## config.mk

```make
export PLATFORM = sky130hd
export DESIGN_NAME = branch_pred_ctrl_flat
export DESIGN_NICKNAME = d
export VERILOG_FILES = /design/src/rtl/branch_pred_pkg.sv /design/src/rtl/branch_pred_if.sv /design/src/rtl/pred_fifo.sv /design/src/rtl/branch_pred_ctrl.sv /design/src/flat_wrapper.sv
export SDC_FILE = /design/constraint.sdc
export NUM_CORES = 1
export LEC_CHECK = 0
export CORE_MARGIN = 3
export CORE_UTILIZATION = 25
export CTS_BUF_LIST = sky130_fd_sc_hd__clkbuf_4 sky130_fd_sc_hd__clkbuf_8 sky130_fd_sc_hd__clkbuf_16
export DETAILED_ROUTE_END_ITERATION = 8
export PLACE_DENSITY = 0.45
export SLEW_MARGIN = 40
export SYNTH_ARGS = -nofsm -noshare
export SYNTH_HDL_FRONTEND = slang
export SYNTH_HIERARCHICAL = 1
export SYNTH_SLANG_ARGS = --single-unit
```

## constraint.sdc

```tcl
create_clock -name clk -period 4.4 [get_ports clk]
set_input_delay 1.32 -clock clk [delete_from_list [all_inputs] [get_ports clk]]
set_output_delay 1.32 -clock clk [all_outputs]
set_load 0.005 [all_outputs]
```

## src/rtl/branch_pred_pkg.sv

```systemverilog
// Shared types for the branch predictor controller.
//   pred_entry_t : one in-flight prediction {idx, pred_taken, pred_target}
//   ctrl_state_t : controller state (RUN / FLUSH)
//   pc_to_idx    : predictor index extraction, idx = pc[IDX_W:1]
package branch_pred_pkg;

  localparam int BP_IDX_W  = 4;
  localparam int BP_ADDR_W = 16;

  typedef struct packed {
    logic [BP_IDX_W-1:0]  idx;
    logic                 pred_taken;
    logic [BP_ADDR_W-1:0] pred_target;
  } pred_entry_t;

  typedef enum logic {
    RUN   = 1'b0,
    FLUSH = 1'b1
  } ctrl_state_t;

  // Instructions are halfword aligned, so bit 0 carries no information.
  function automatic logic [BP_IDX_W-1:0] pc_to_idx(input logic [BP_ADDR_W-1:0] pc);
    return pc[BP_IDX_W:1];
  endfunction

endpackage

```

## src/rtl/branch_pred_if.sv

```systemverilog
// Pipeline <-> branch predictor controller bus.
//   IF side    : if_br_valid, if_pc, if_pred_taken, if_pred_target -> ctrl
//                pred_index_a, if_stall                             <- ctrl
//   MEM side   : mem_br_valid, mem_br_en, mem_target, mem_fallthrough -> ctrl
//   Update     : pred_write, pred_br_en, pred_index_b               <- ctrl
//   Redirect   : flush, redirect_valid, redirect_pc                 <- ctrl
// master = pipeline side, slave = controller side.
interface branch_pred_if;
  import branch_pred_pkg::*;

  logic                 if_br_valid;
  logic [BP_ADDR_W-1:0] if_pc;
  logic                 if_pred_taken;
  logic [BP_ADDR_W-1:0] if_pred_target;
  logic [BP_IDX_W-1:0]  pred_index_a;
  logic                 if_stall;

  logic                 mem_br_valid;
  logic                 mem_br_en;
  logic [BP_ADDR_W-1:0] mem_target;
  logic [BP_ADDR_W-1:0] mem_fallthrough;

  logic                 pred_write;
  logic                 pred_br_en;
  logic [BP_IDX_W-1:0]  pred_index_b;

  logic                 flush;
  logic                 redirect_valid;
  logic [BP_ADDR_W-1:0] redirect_pc;

  modport master (
    output if_br_valid, if_pc, if_pred_taken, if_pred_target,
    output mem_br_valid, mem_br_en, mem_target, mem_fallthrough,
    input  pred_index_a, if_stall,
    input  pred_write, pred_br_en, pred_index_b,
    input  flush, redirect_valid, redirect_pc
  );

  modport slave (
    input  if_br_valid, if_pc, if_pred_taken, if_pred_target,
    input  mem_br_valid, mem_br_en, mem_target, mem_fallthrough,
    output pred_index_a, if_stall,
    output pred_write, pred_br_en, pred_index_b,
    output flush, redirect_valid, redirect_pc
  );

endinterface

```

## src/rtl/pred_fifo.sv

```systemverilog
// In-order queue of in-flight predictions.
//   clk, rst : clock, synchronous active-high reset
//   clear    : synchronous flush of all entries (wins over push/pop)
//   push/din : enqueue (ignored when full unless popping the same cycle)
//   pop/dout : dequeue; dout shows the head combinationally
//   count, full, empty : occupancy
module pred_fifo
  import branch_pred_pkg::*;
#(
  parameter int DEPTH = 4
) (
  input  logic                     clk,
  input  logic                     rst,
  input  logic                     clear,
  input  logic                     push,
  input  pred_entry_t              din,
  input  logic                     pop,
  output pred_entry_t              dout,
  output logic [$clog2(DEPTH):0]   count,
  output logic                     full,
  output logic                     empty
);

  localparam int PTR_W = $clog2(DEPTH);

  pred_entry_t        mem [DEPTH];
  logic [PTR_W-1:0]   wr_ptr;
  logic [PTR_W-1:0]   rd_ptr;
  logic               push_ok;
  logic               pop_ok;

  assign full    = (count == ($clog2(DEPTH)+1)'(DEPTH));
  assign empty   = (count == '0);
  assign pop_ok  = pop && !empty;
  assign push_ok = push && (!full || pop_ok);
  assign dout    = mem[rd_ptr];

  // Pointers wrap naturally because DEPTH is a power of two.
  always_ff @(posedge clk) begin
    if (rst || clear) begin
      wr_ptr <= '0;
      rd_ptr <= '0;
      count  <= '0;
    end else begin
      if (push_ok) wr_ptr <= wr_ptr + 1'b1;
      if (pop_ok)  rd_ptr <= rd_ptr + 1'b1;
      case ({push_ok, pop_ok})
        2'b10:   count <= count + 1'b1;
        2'b01:   count <= count - 1'b1;
        default: count <= count;
      endcase
    end
  end

  always_ff @(posedge clk) begin
    if (push_ok && !clear) mem[wr_ptr] <= din;
  end

endmodule

```

## src/rtl/branch_pred_ctrl.sv

```systemverilog
// Branch predictor controller for the pipelined core.
// Queues IF-stage predictions, checks each against its MEM-stage resolution,
// writes the 2-bit predictor back, and on a mispredict raises flush and a
// one-cycle redirect to the corrected PC.
//   clk, rst          : clock, synchronous active-high reset
//   bus (slave)       : IF push, MEM resolve, predictor update, redirect
//   q_count           : predictions in flight
//   stat_branches     : resolved branches (saturating)
//   stat_mispredicts  : mispredicted branches (saturating)
//   err_overflow      : sticky, push dropped on a full queue
//   err_underflow     : sticky, resolve with an empty queue
module branch_pred_ctrl
  import branch_pred_pkg::*;
#(
  parameter int DEPTH        = 4,
  parameter int IDX_W        = BP_IDX_W,
  parameter int ADDR_W       = BP_ADDR_W,
  parameter int CNT_W        = 16,
  parameter int FLUSH_CYCLES = 2
) (
  input  logic                   clk,
  input  logic                   rst,
  branch_pred_if.slave           bus,
  output logic [$clog2(DEPTH):0] q_count,
  output logic [CNT_W-1:0]       stat_branches,
  output logic [CNT_W-1:0]       stat_mispredicts,
  output logic                   err_overflow,
  output logic                   err_underflow
);

  localparam int FC_W = (FLUSH_CYCLES > 1) ? $clog2(FLUSH_CYCLES) : 1;

  function automatic logic [CNT_W-1:0] sat_inc(input logic [CNT_W-1:0] v);
    return (&v) ? v : v + 1'b1;
  endfunction

  ctrl_state_t       state, state_nxt;
  logic [FC_W-1:0]   flush_cnt, flush_cnt_nxt;
  logic              flush_o;

  pred_entry_t       push_ent;
  pred_entry_t       head;
  logic              fifo_full;
  logic              fifo_empty;
  logic              in_run;
  logic              pop;
  logic              push;
  logic              mispredict;

  logic              pred_write_p1;
  logic              pred_br_en_p1;
  logic [IDX_W-1:0]  pred_idx_p1;
  logic              redirect_vld_p1;
  logic [ADDR_W-1:0] redirect_pc_p1;

  assign in_run = (state == RUN);
  assign pop    = bus.mem_br_valid && in_run && !fifo_empty;

  // A pop in the same cycle frees the slot the push needs.
  assign bus.if_stall     = !in_run || (fifo_full && !pop);
  assign push             = bus.if_br_valid && !bus.if_stall;
  assign bus.pred_index_a = pc_to_idx(bus.if_pc);

  assign push_ent.idx         = pc_to_idx(bus.if_pc);
  assign push_ent.pred_taken  = bus.if_pred_taken;
  assign push_ent.pred_target = bus.if_pred_target;

  // Target only matters when the branch was actually taken.
  assign mispredict = pop &&
                      ((head.pred_taken != bus.mem_br_en) ||
                       (bus.mem_br_en && (head.pred_target != bus.mem_target)));

  // Clearing on a mispredict also discards a same-cycle push (younger path).
  pred_fifo #(.DEPTH(DEPTH)) u_fifo (
    .clk   (clk),
    .rst   (rst),
    .clear (mispredict),
    .push  (push),
    .din   (push_ent),
    .pop   (pop),
    .dout  (head),
    .count (q_count),
    .full  (fifo_full),
    .empty (fifo_empty)
  );

  always_ff @(posedge clk) begin
    if (rst) begin
      state     <= RUN;
      flush_cnt <= '0;
    end else begin
      state     <= state_nxt;
      flush_cnt <= flush_cnt_nxt;
    end
  end

  always_comb begin
    state_nxt     = state;
    flush_cnt_nxt = flush_cnt;
    flush_o       = 1'b0;
    case (state)
      RUN: begin
        if (mispredict) begin
          state_nxt     = FLUSH;
          flush_cnt_nxt = '0;
        end
      end
      FLUSH: begin
        flush_o = 1'b1;
        if (flush_cnt == FC_W'(FLUSH_CYCLES - 1)) begin
          state_nxt     = RUN;
          flush_cnt_nxt = '0;
        end else begin
          flush_cnt_nxt = flush_cnt + 1'b1;
        end
      end
      default: begin
        state_nxt     = RUN;
        flush_cnt_nxt = '0;
      end
    endcase
  end

  // ---- stage p1: registered resolve results ----
  always_ff @(posedge clk) begin
    if (rst) begin
      pred_write_p1    <= 1'b0;
      pred_br_en_p1    <= 1'b0;
      pred_idx_p1      <= '0;
      redirect_vld_p1  <= 1'b0;
      redirect_pc_p1   <= '0;
      stat_branches    <= '0;
      stat_mispredicts <= '0;
      err_overflow     <= 1'b0;
      err_underflow    <= 1'b0;
    end else begin
      pred_write_p1   <= pop;
      redirect_vld_p1 <= mispredict;
      if (pop) begin
        pred_br_en_p1 <= bus.mem_br_en;
        pred_idx_p1   <= head.idx;
        stat_branches <= sat_inc(stat_branches);
      end
      if (mispredict) begin
        stat_mispredicts <= sat_inc(stat_mispredicts);
        redirect_pc_p1   <= bus.mem_br_en ? bus.mem_target : bus.mem_fallthrough;
      end
      if (bus.mem_br_valid && in_run && fifo_empty)
        err_underflow <= 1'b1;
      // Only a genuinely full queue counts; FLUSH stalls are expected.
      if (bus.if_br_valid && in_run && fifo_full && !pop)
        err_overflow <= 1'b1;
    end
  end

  assign bus.pred_write     = pred_write_p1;
  assign bus.pred_br_en     = pred_br_en_p1;
  assign bus.pred_index_b   = pred_idx_p1;
  assign bus.redirect_valid = redirect_vld_p1;
  assign bus.redirect_pc    = redirect_pc_p1;
  assign bus.flush          = flush_o;

endmodule

```

## src/flat_wrapper.sv

```systemverilog
// flat-port wrapper written by rule: the top's interface ports become plain ports
module branch_pred_ctrl_flat import branch_pred_pkg::*;
#(
  parameter int DEPTH        = 4,
  parameter int IDX_W        = BP_IDX_W,
  parameter int ADDR_W       = BP_ADDR_W,
  parameter int CNT_W        = 16,
  parameter int FLUSH_CYCLES = 2
)
  (clk, rst, q_count, stat_branches, stat_mispredicts, err_overflow, err_underflow, bus_if_br_valid, bus_if_pc, bus_if_pred_taken, bus_if_pred_target, bus_mem_br_valid, bus_mem_br_en, bus_mem_target, bus_mem_fallthrough, bus_pred_index_a, bus_if_stall, bus_pred_write, bus_pred_br_en, bus_pred_index_b, bus_flush, bus_redirect_valid, bus_redirect_pc);
  branch_pred_if bus_i ();
  input  logic clk;
  input  logic rst;
  output logic [$clog2(DEPTH):0] q_count;
  output logic [CNT_W-1:0] stat_branches;
  output logic [CNT_W-1:0] stat_mispredicts;
  output logic err_overflow;
  output logic err_underflow;
  input wire logic [$bits(bus_i.if_br_valid)-1:0] bus_if_br_valid;
  input wire logic [$bits(bus_i.if_pc)-1:0] bus_if_pc;
  input wire logic [$bits(bus_i.if_pred_taken)-1:0] bus_if_pred_taken;
  input wire logic [$bits(bus_i.if_pred_target)-1:0] bus_if_pred_target;
  input wire logic [$bits(bus_i.mem_br_valid)-1:0] bus_mem_br_valid;
  input wire logic [$bits(bus_i.mem_br_en)-1:0] bus_mem_br_en;
  input wire logic [$bits(bus_i.mem_target)-1:0] bus_mem_target;
  input wire logic [$bits(bus_i.mem_fallthrough)-1:0] bus_mem_fallthrough;
  output wire logic [$bits(bus_i.pred_index_a)-1:0] bus_pred_index_a;
  output wire logic [$bits(bus_i.if_stall)-1:0] bus_if_stall;
  output wire logic [$bits(bus_i.pred_write)-1:0] bus_pred_write;
  output wire logic [$bits(bus_i.pred_br_en)-1:0] bus_pred_br_en;
  output wire logic [$bits(bus_i.pred_index_b)-1:0] bus_pred_index_b;
  output wire logic [$bits(bus_i.flush)-1:0] bus_flush;
  output wire logic [$bits(bus_i.redirect_valid)-1:0] bus_redirect_valid;
  output wire logic [$bits(bus_i.redirect_pc)-1:0] bus_redirect_pc;
  assign bus_i.if_br_valid = bus_if_br_valid;
  assign bus_i.if_pc = bus_if_pc;
  assign bus_i.if_pred_taken = bus_if_pred_taken;
  assign bus_i.if_pred_target = bus_if_pred_target;
  assign bus_i.mem_br_valid = bus_mem_br_valid;
  assign bus_i.mem_br_en = bus_mem_br_en;
  assign bus_i.mem_target = bus_mem_target;
  assign bus_i.mem_fallthrough = bus_mem_fallthrough;
  assign bus_pred_index_a = bus_i.pred_index_a;
  assign bus_if_stall = bus_i.if_stall;
  assign bus_pred_write = bus_i.pred_write;
  assign bus_pred_br_en = bus_i.pred_br_en;
  assign bus_pred_index_b = bus_i.pred_index_b;
  assign bus_flush = bus_i.flush;
  assign bus_redirect_valid = bus_i.redirect_valid;
  assign bus_redirect_pc = bus_i.redirect_pc;
  branch_pred_ctrl #(.DEPTH(DEPTH), .IDX_W(IDX_W), .ADDR_W(ADDR_W), .CNT_W(CNT_W), .FLUSH_CYCLES(FLUSH_CYCLES)) u_core (.clk(clk), .rst(rst), .bus(bus_i), .q_count(q_count), .stat_branches(stat_branches), .stat_mispredicts(stat_mispredicts), .err_overflow(err_overflow), .err_underflow(err_underflow));
endmodule
```

# After elaboration in Yosys (flattened, before gate mapping)
# Memories as Yosys holds them, arrays and structs flattened. A register that Yosys moved wholly into a read port is not among the register bits.
# Cells that the tools add are included.
[word_totals] mem_bits_ro=0 ff_bits=66 latch_bits=0 mem_count=1 ram_bits=84 output_inout_bits=66
[classes] n_shift=0 bitwise=3 n_lt_le_gt_ge=0 eq_ne=6 addsub=7 n_mux=13 n_reduce_logical=28 n_div=0 n_mul=0
[mem_list] name="u_core.u_fifo.mem" words=4 width=21 rd=1 rd_ports_with_merged_regs=1 write_ports=1 line="pred_fifo.sv:26" rtl="pred_entry_t mem [DEPTH];"
[op_table] cell="16-bit by 1-bit adder with 16-bit output, second input constant" count=2
[op_table] cell="16-bit AND reduction" count=2
[op_table] cell="16-bit two-way mux" count=1
[op_table] cell="16-bit inequality test" count=1
[op_table] cell="1-bit logical AND" count=13
[op_table] cell="1-bit two-way mux" count=7
[op_table] cell="3-bit case mux with 2 select lines" count=1
[op_table] cell="1-bit logical NOT" count=5
[op_table] cell="2-bit by 1-bit adder with 2-bit output, second input constant" count=2
[op_table] cell="1-bit logical OR" count=4
[op_table] cell="2-bit two-way mux" count=2
[op_table] cell="1-bit case mux with 2 select lines" count=2
[op_table] cell="2-bit AND reduction" count=2
[op_table] cell="3-bit by 1-bit adder with 3-bit output, second input constant" count=1
[op_table] cell="3-bit equality test, second input constant" count=1
[op_table] cell="3-bit logical NOT" count=1
[op_table] cell="1-bit inverter" count=3
[op_table] cell="3-bit by 1-bit subtractor with 3-bit output, second input constant" count=1
[op_table] cell="2-bit by 1-bit equality test with 1-bit output, second input constant" count=1
[op_table] cell="2-bit equality test, second input constant" count=1
[op_table] cell="2-bit inequality test, second input constant" count=1
[op_table] cell="2-bit nonzero test" count=1
[op_table] cell="1-bit adder, second input constant" count=1
[op_table] cell="1-bit inequality test" count=1

# Logic depth before layout (Yosys ltp)
[depth] ltp_word=12 ltp_mapped=13

# Cells and area by module
# Netlist, hierarchy kept.
[by_module_without_submodules] module="pred_fifo" seq_area_each_um2=2702.6 area_each_um2=3592.2 cells_per_inst=176 instances=1
[by_module_without_submodules] module="branch_pred_ctrl" seq_area_each_um2=1181.1 area_each_um2=3229.3 cells_per_inst=389 instances=1

# Worst setup path after synthesis
# Ideal clock, no wire load.
[synth_path] path_kind="input port to flip-flop" startpoint="input port bus_mem_target[3]" endpoint="memory u_core/u_fifo/mem[0][0] in the netlist's numbering, enable pin" setup_time_ns=0.379 path_buffers=0 arrival_time_ns=3.233 path_slack_ns=0.788 path_stages=7 path_cell_list="xor2_1 -> nor4_1 -> nand4_1 -> o21ai_2 -> inv_1 -> nor3_1 -> and2_1"
[synth_via] elab_chain_cells=8
[synth_rtl] element="start: declaration" line="flat_wrapper.sv:25" rtl="input wire logic [$bits(bus_i.mem_target)-1:0] bus_mem_target;"
[synth_rtl] element="16-bit inequality test" line="branch_pred_ctrl.sv:71" rtl="(bus.mem_br_en && (head.pred_target != bus.mem_target)));"
[synth_rtl] element="1-bit logical AND" line="branch_pred_ctrl.sv:71"
[synth_rtl] element="1-bit logical OR" line="branch_pred_ctrl.sv:70" rtl="((head.pred_taken != bus.mem_br_en) ||"
[synth_rtl] element="1-bit logical AND" line="branch_pred_ctrl.sv:69" rtl="assign mispredict = pop &&"
[synth_rtl] element="named net u_core.mispredict" line="branch_pred_ctrl.sv:48" rtl="logic mispredict;"
[synth_rtl] element="1-bit logical NOT" line="pred_fifo.sv:56" rtl="if (push_ok && !clear) mem[wr_ptr] <= din;"
[synth_rtl] element="1-bit logical AND" line="pred_fifo.sv:56"
[synth_rtl] element="1-bit two-way mux" line="pred_fifo.sv:56"
[synth_rtl] element="1-bit two-way mux (implied by the code)" line="pred_fifo.sv:56"
[synth_rtl] element="end: declaration" line="pred_fifo.sv:26"
# The timed path passes the listed nets, and every way through them passes these cells.

# Worst setup path in the final report
[layout_path] startpoint="input port bus_mem_br_valid" endpoint="output port bus_if_stall"
[layout_via] elab_chain_cells=5
[layout_rtl] element="start: declaration" line="flat_wrapper.sv:23" rtl="input wire logic [$bits(bus_i.mem_br_valid)-1:0] bus_mem_br_valid;"
[layout_rtl] element="1-bit logical AND (2 in a row)" line="branch_pred_ctrl.sv:57" rtl="assign pop = bus.mem_br_valid && in_run && !fifo_empty;"
[layout_rtl] element="1-bit logical NOT" line="branch_pred_ctrl.sv:60" rtl="assign bus.if_stall = !in_run || (fifo_full && !pop);"
[layout_rtl] element="1-bit logical AND" line="branch_pred_ctrl.sv:60"
[layout_rtl] element="1-bit logical OR" line="branch_pred_ctrl.sv:60"
[layout_rtl] element="end: declaration" line="flat_wrapper.sv:28" rtl="output wire logic [$bits(bus_i.if_stall)-1:0] bus_if_stall;"
# No other way between the ends.

==> results.json <==
{
  "report.final.setup_viol": 0,
  "hold_start": "u_core/bus.redirect_pc[6]",
  "final-hold-violation-count": 0,
  "worstSetupEndpointType": "output port",
  "gr-usage-all-layers_pct": 12.3,
  "clock_tree.root_cell": "sky130_fd_sc_hd__clkbuf_16",
  "cts.sink_count": 152,
  "critical_path_buf_inv_count": 2,
  "clock.fmax_mhz": 245,
  "synth.cell_area_sq_um": 6820,
  "starting_utilization_of_the_core_area_pct": 25.8,
  "drcViolationCount": 0,
  "power.ir.vdd_worst_uv": 169,
  "synth-main-ff-cell": "sky130_fd_sc_hd__edfxtp_1",
  "relative_area_change_from_synthesis_to_final_layout_pct": 33.3,
  "cts-htree-levels": 4,
  "crit_path_start_kind": "input pin",
  "timing.critical_path.arrival_ns": 2.76,
  "cts_made_buffers": 17,
  "port_buffers": 123,
  "post_synth_main_area_contributors": "sky130_fd_sc_hd__edfxtp_1 37%, sky130_fd_sc_hd__dfxtp_1 20%, sky130_fd_sc_hd__mux4_2 6.9%",
  "ant_diodes": 0,
  "resize_count_post_cts": 0,
  "gp_routability_congestion": 0.766,
  "synth.ff_latch_count": 152,
  "design.core.area_sq_um": 26400,
  "detailed_place.area_sq_um": 8490,
  "clock_insertion_delay_worst_skew_ns": 0.43,
  "clkSlewWorstSetupHoldPaths_ns": 0.07,
  "skew_ns": 0.0147,
  "whs_path_depth": 2,
  "critical_path.reg2reg.endpoint": "u_core/u_fifo/mem[1][3]",
  "reg2regPathDepth": 12,
  "power_leakage_nw": 3.13,
  "ant_nets": 0,
  "slew_headroom_pct": 54.7,
  "fp.dieH_um": 171,
  "first_global_vias": 4867,
  "cts_max_path_buffers": 2,
  "timing_worst_setup_path_type": "in -> out",
  "r2r_slack_ns": 0.78,
  "slowest_stage": "sky130_fd_sc_hd__clkdlybuf4s50_1",
  "power-per-cell-area_nw_per_um2": 459,
  "design.die.area_sq_um": 29300,
  "timing.critical_path.slowest_cell_delay_ns": 0.47,
  "synth_edf_count": 84,
  "synth_seq_area_share_pct": 56.9,
  "worst-path-max-fanout": 2,
  "routedWlPerCell_um": 17.0,
  "detailedRoute.firstIterationViolations": 237,
  "grt_start_max_net_pins": 58,
  "holdPathEnd": "u_core/bus.redirect_pc[6]",
  "cell_row_count": 59,
  "synth_top_cell_by_area": "sky130_fd_sc_hd__edfxtp_1",
  "outcome": "completed",
  "synth_top_area_share_pct": 37.0,
  "overflow": 0,
  "viasPerCell": 4.61,
  "async_flop_share_pct": 0,
  "postSynthNetCount": 642,
  "post-dp-hpwl_um": 12600,
  "required_worst_endpoint_ns": 3.08,
  "largest_delay_contributor_family_on_the_critical_path": "buffers and inverters",
  "yosys_warnings": 6,
  "gr-usage-met3_pct": 2.87,
  "max_cap_violations": 0,
  "post_cts_buffers": 0,
  "tns_ns": 0,
  "postRouteWirelength_um": 17600,
  "critical_path_cell_sequence": "clkdlybuf4s50_1 -> or3b_1 -> nand2_1 -> nand2_1 -> clkdlybuf4s50_1",
  "via_count_of_the_routed_design": 4778,
  "antenna_found_initial": 1,
  "min-delay-path-class": "reg -> reg",
  "grt_util_met2_pct": 20.2,
  "tritoncts": "yes",
  "final-max-slew-violation-count": 0,
  "timing_worst_slew_pin_value_ns": 0.679,
  "yosys-top-cells-count": "84 x sky130_fd_sc_hd__edfxtp_1, 68 x sky130_fd_sc_hd__dfxtp_1, 43 x sky130_fd_sc_hd__nor2_1",
  "post_synth.cell_area_avg_sq_um": 12.1,
  "synth_cells": 565,
  "grt_first_pass_wirelength_um": 27400,
  "net_count_of_the_finished_layout": 765,
  "period_share_pct": 92.8,
  "synthMostInstantiatedCell": "sky130_fd_sc_hd__edfxtp_1",
  "floorplan.io_pins": 136,
  "final.min_clock_period_ns": 4.08,
  "cell_variety_after_synth": 53,
  "drt_first_pass_iters": 4,
  "grt.met1_usage_pct": 16.4,
  "cts-hold-fix-buffers": 0,
  "drive_gt1_share_pct": 13.1,
  "setup_repair_after_global_routing_missed_its_margin": "no",
  "top_usage_layer": "met2",
  "die_w_um": 171,
  "fillerInstances": 2649,
  "layout.cell_area.non_filler_sq_um": 9090
}
logic make-up after synthesis:
family	after synthesis	synth area share [%]
flip-flops	152	56.9
AND/OR/NAND/NOR	167	12.9
XOR/XNOR	32	4.11
AO/OA/AOI/OAI	87	8.35
adder cells (fa/ha/maj)	7	1.39
multiplexers	56	12.3
buffers and inverters	64	3.96
area by class of cell:
cell class | instances | area (sq um) | area share (%)
clock buffers | 17 | 425 | 4.68
flip-flops and latches | 152 | 3880 | 42.7
multi-input cells | 349 | 2670 | 29.3
inverters | 26 | 97.6 | 1.07
clock inverters | 15 | 178 | 1.95
repair buffers | 142 | 1420 | 15.6
well taps | 335 | 419 | 4.61
power breakdown:
group / switching (W) / total [W] / internal (W)
clock network: 0.000688 / 0.00146 / 0.000767
logic: 0.000454 / 0.000914 / 0.000460
registers: 0.0000985 / 0.00181 / 0.00171
worst register-to-register path: stages (launching register included):
cell and delay [ns]:
sky130_fd_sc_hd__dfxtp_1 0.31, sky130_fd_sc_hd__buf_4 0.29, sky130_fd_sc_hd__buf_4 0.29, sky130_fd_sc_hd__mux4_2 0.55
sky130_fd_sc_hd__xor2_1 0.15, sky130_fd_sc_hd__nor4_1 0.38, sky130_fd_sc_hd__buf_4 0.19, sky130_fd_sc_hd__nand2_1 0.10
sky130_fd_sc_hd__o21ai_2 0.17, sky130_fd_sc_hd__inv_1 0.08, sky130_fd_sc_hd__nor3_1 0.36, sky130_fd_sc_hd__and2_1 0.25
sky130_fd_sc_hd__buf_12 0.20
cell usage in the layout (no fill, tap or decap), types with 21 or more instances in the layout:
master,count
sky130_fd_sc_hd__dfxtp_1,68
sky130_fd_sc_hd__mux2i_1,21
sky130_fd_sc_hd__nand2_1,39
sky130_fd_sc_hd__xor2_1,29
sky130_fd_sc_hd__a211oi_1,21
sky130_fd_sc_hd__mux4_2,21
sky130_fd_sc_hd__a21oi_1,33
sky130_fd_sc_hd__nor2_1,43
sky130_fd_sc_hd__edfxtp_1,84
sky130_fd_sc_hd__inv_1,25
sky130_fd_sc_hd__clkdlybuf4s50_1,122
flip-flops by register name (all words and copies together), names as in the netlist, 2 cells and up, named ones only:
| signal | flops |
|---|---|
| u_core/stat_branches | 16 |
| u_core/u_fifo/count | 3 |
| u_core/bus.redirect_pc | 16 |
| u_core/u_fifo/wr_ptr | 2 |
| u_core/u_fifo/mem | 84 |
| u_core/u_fifo/rd_ptr | 2 |
| u_core/stat_mispredicts | 16 |
| u_core/bus.pred_index_b | 4 |
worst max-delay path by stage:
stage | start | endpoint | slack, ns | depth (start not counted)
final | bus_mem_br_valid | bus_if_stall | 0.32 | 5
after global routing | bus_mem_br_valid | bus_if_stall | 0.25 | 5
after CTS | bus_mem_br_valid | bus_if_stall | 0.31 | 5
after detailed placement | bus_mem_target[8] | u_core/u_fifo/mem[1][13] | 0.26 | 9
after global placement | bus_mem_br_valid | bus_if_stall | 0.31 | 5
after floorplan | bus_mem_target[3] | u_core/u_fifo/mem[0][0] | 0.79 | 7
layer usage:
| layer | vias to the layer above | routed length, um |
|---|---|---|
| met1 | 2328 | 7960 |
| met3 | 10 | 954 |
| li1 | 2324 | - |
| met5 | - | 20 |
| met4 | 2 | 109 |
| met2 | 114 | 8540 |
through the flow:
| step | power [W] | worst slack [ns] | cells | util (%) | hold WS (ns) |
|---|---|---|---|---|---|
| finish | 0.00418 | 0.315 | 1036 | 34.4 | 0.460 |
| global route | 0.00440 | 0.248 | 1036 | 34.4 | 0.485 |
| CTS | 0.00426 | 0.306 | 1036 | 34.4 | 0.464 |
| detailed placement | 0.00278 | 0.262 | 1004 | 32.1 | 0.455 |
| global placement | 0.00276 | 0.313 | 1004 | 32.1 | 0.450 |
| floorplan | 0.00230 | 0.788 | 565 | - | 0.448 |
(Power assumes the default switching activity.)
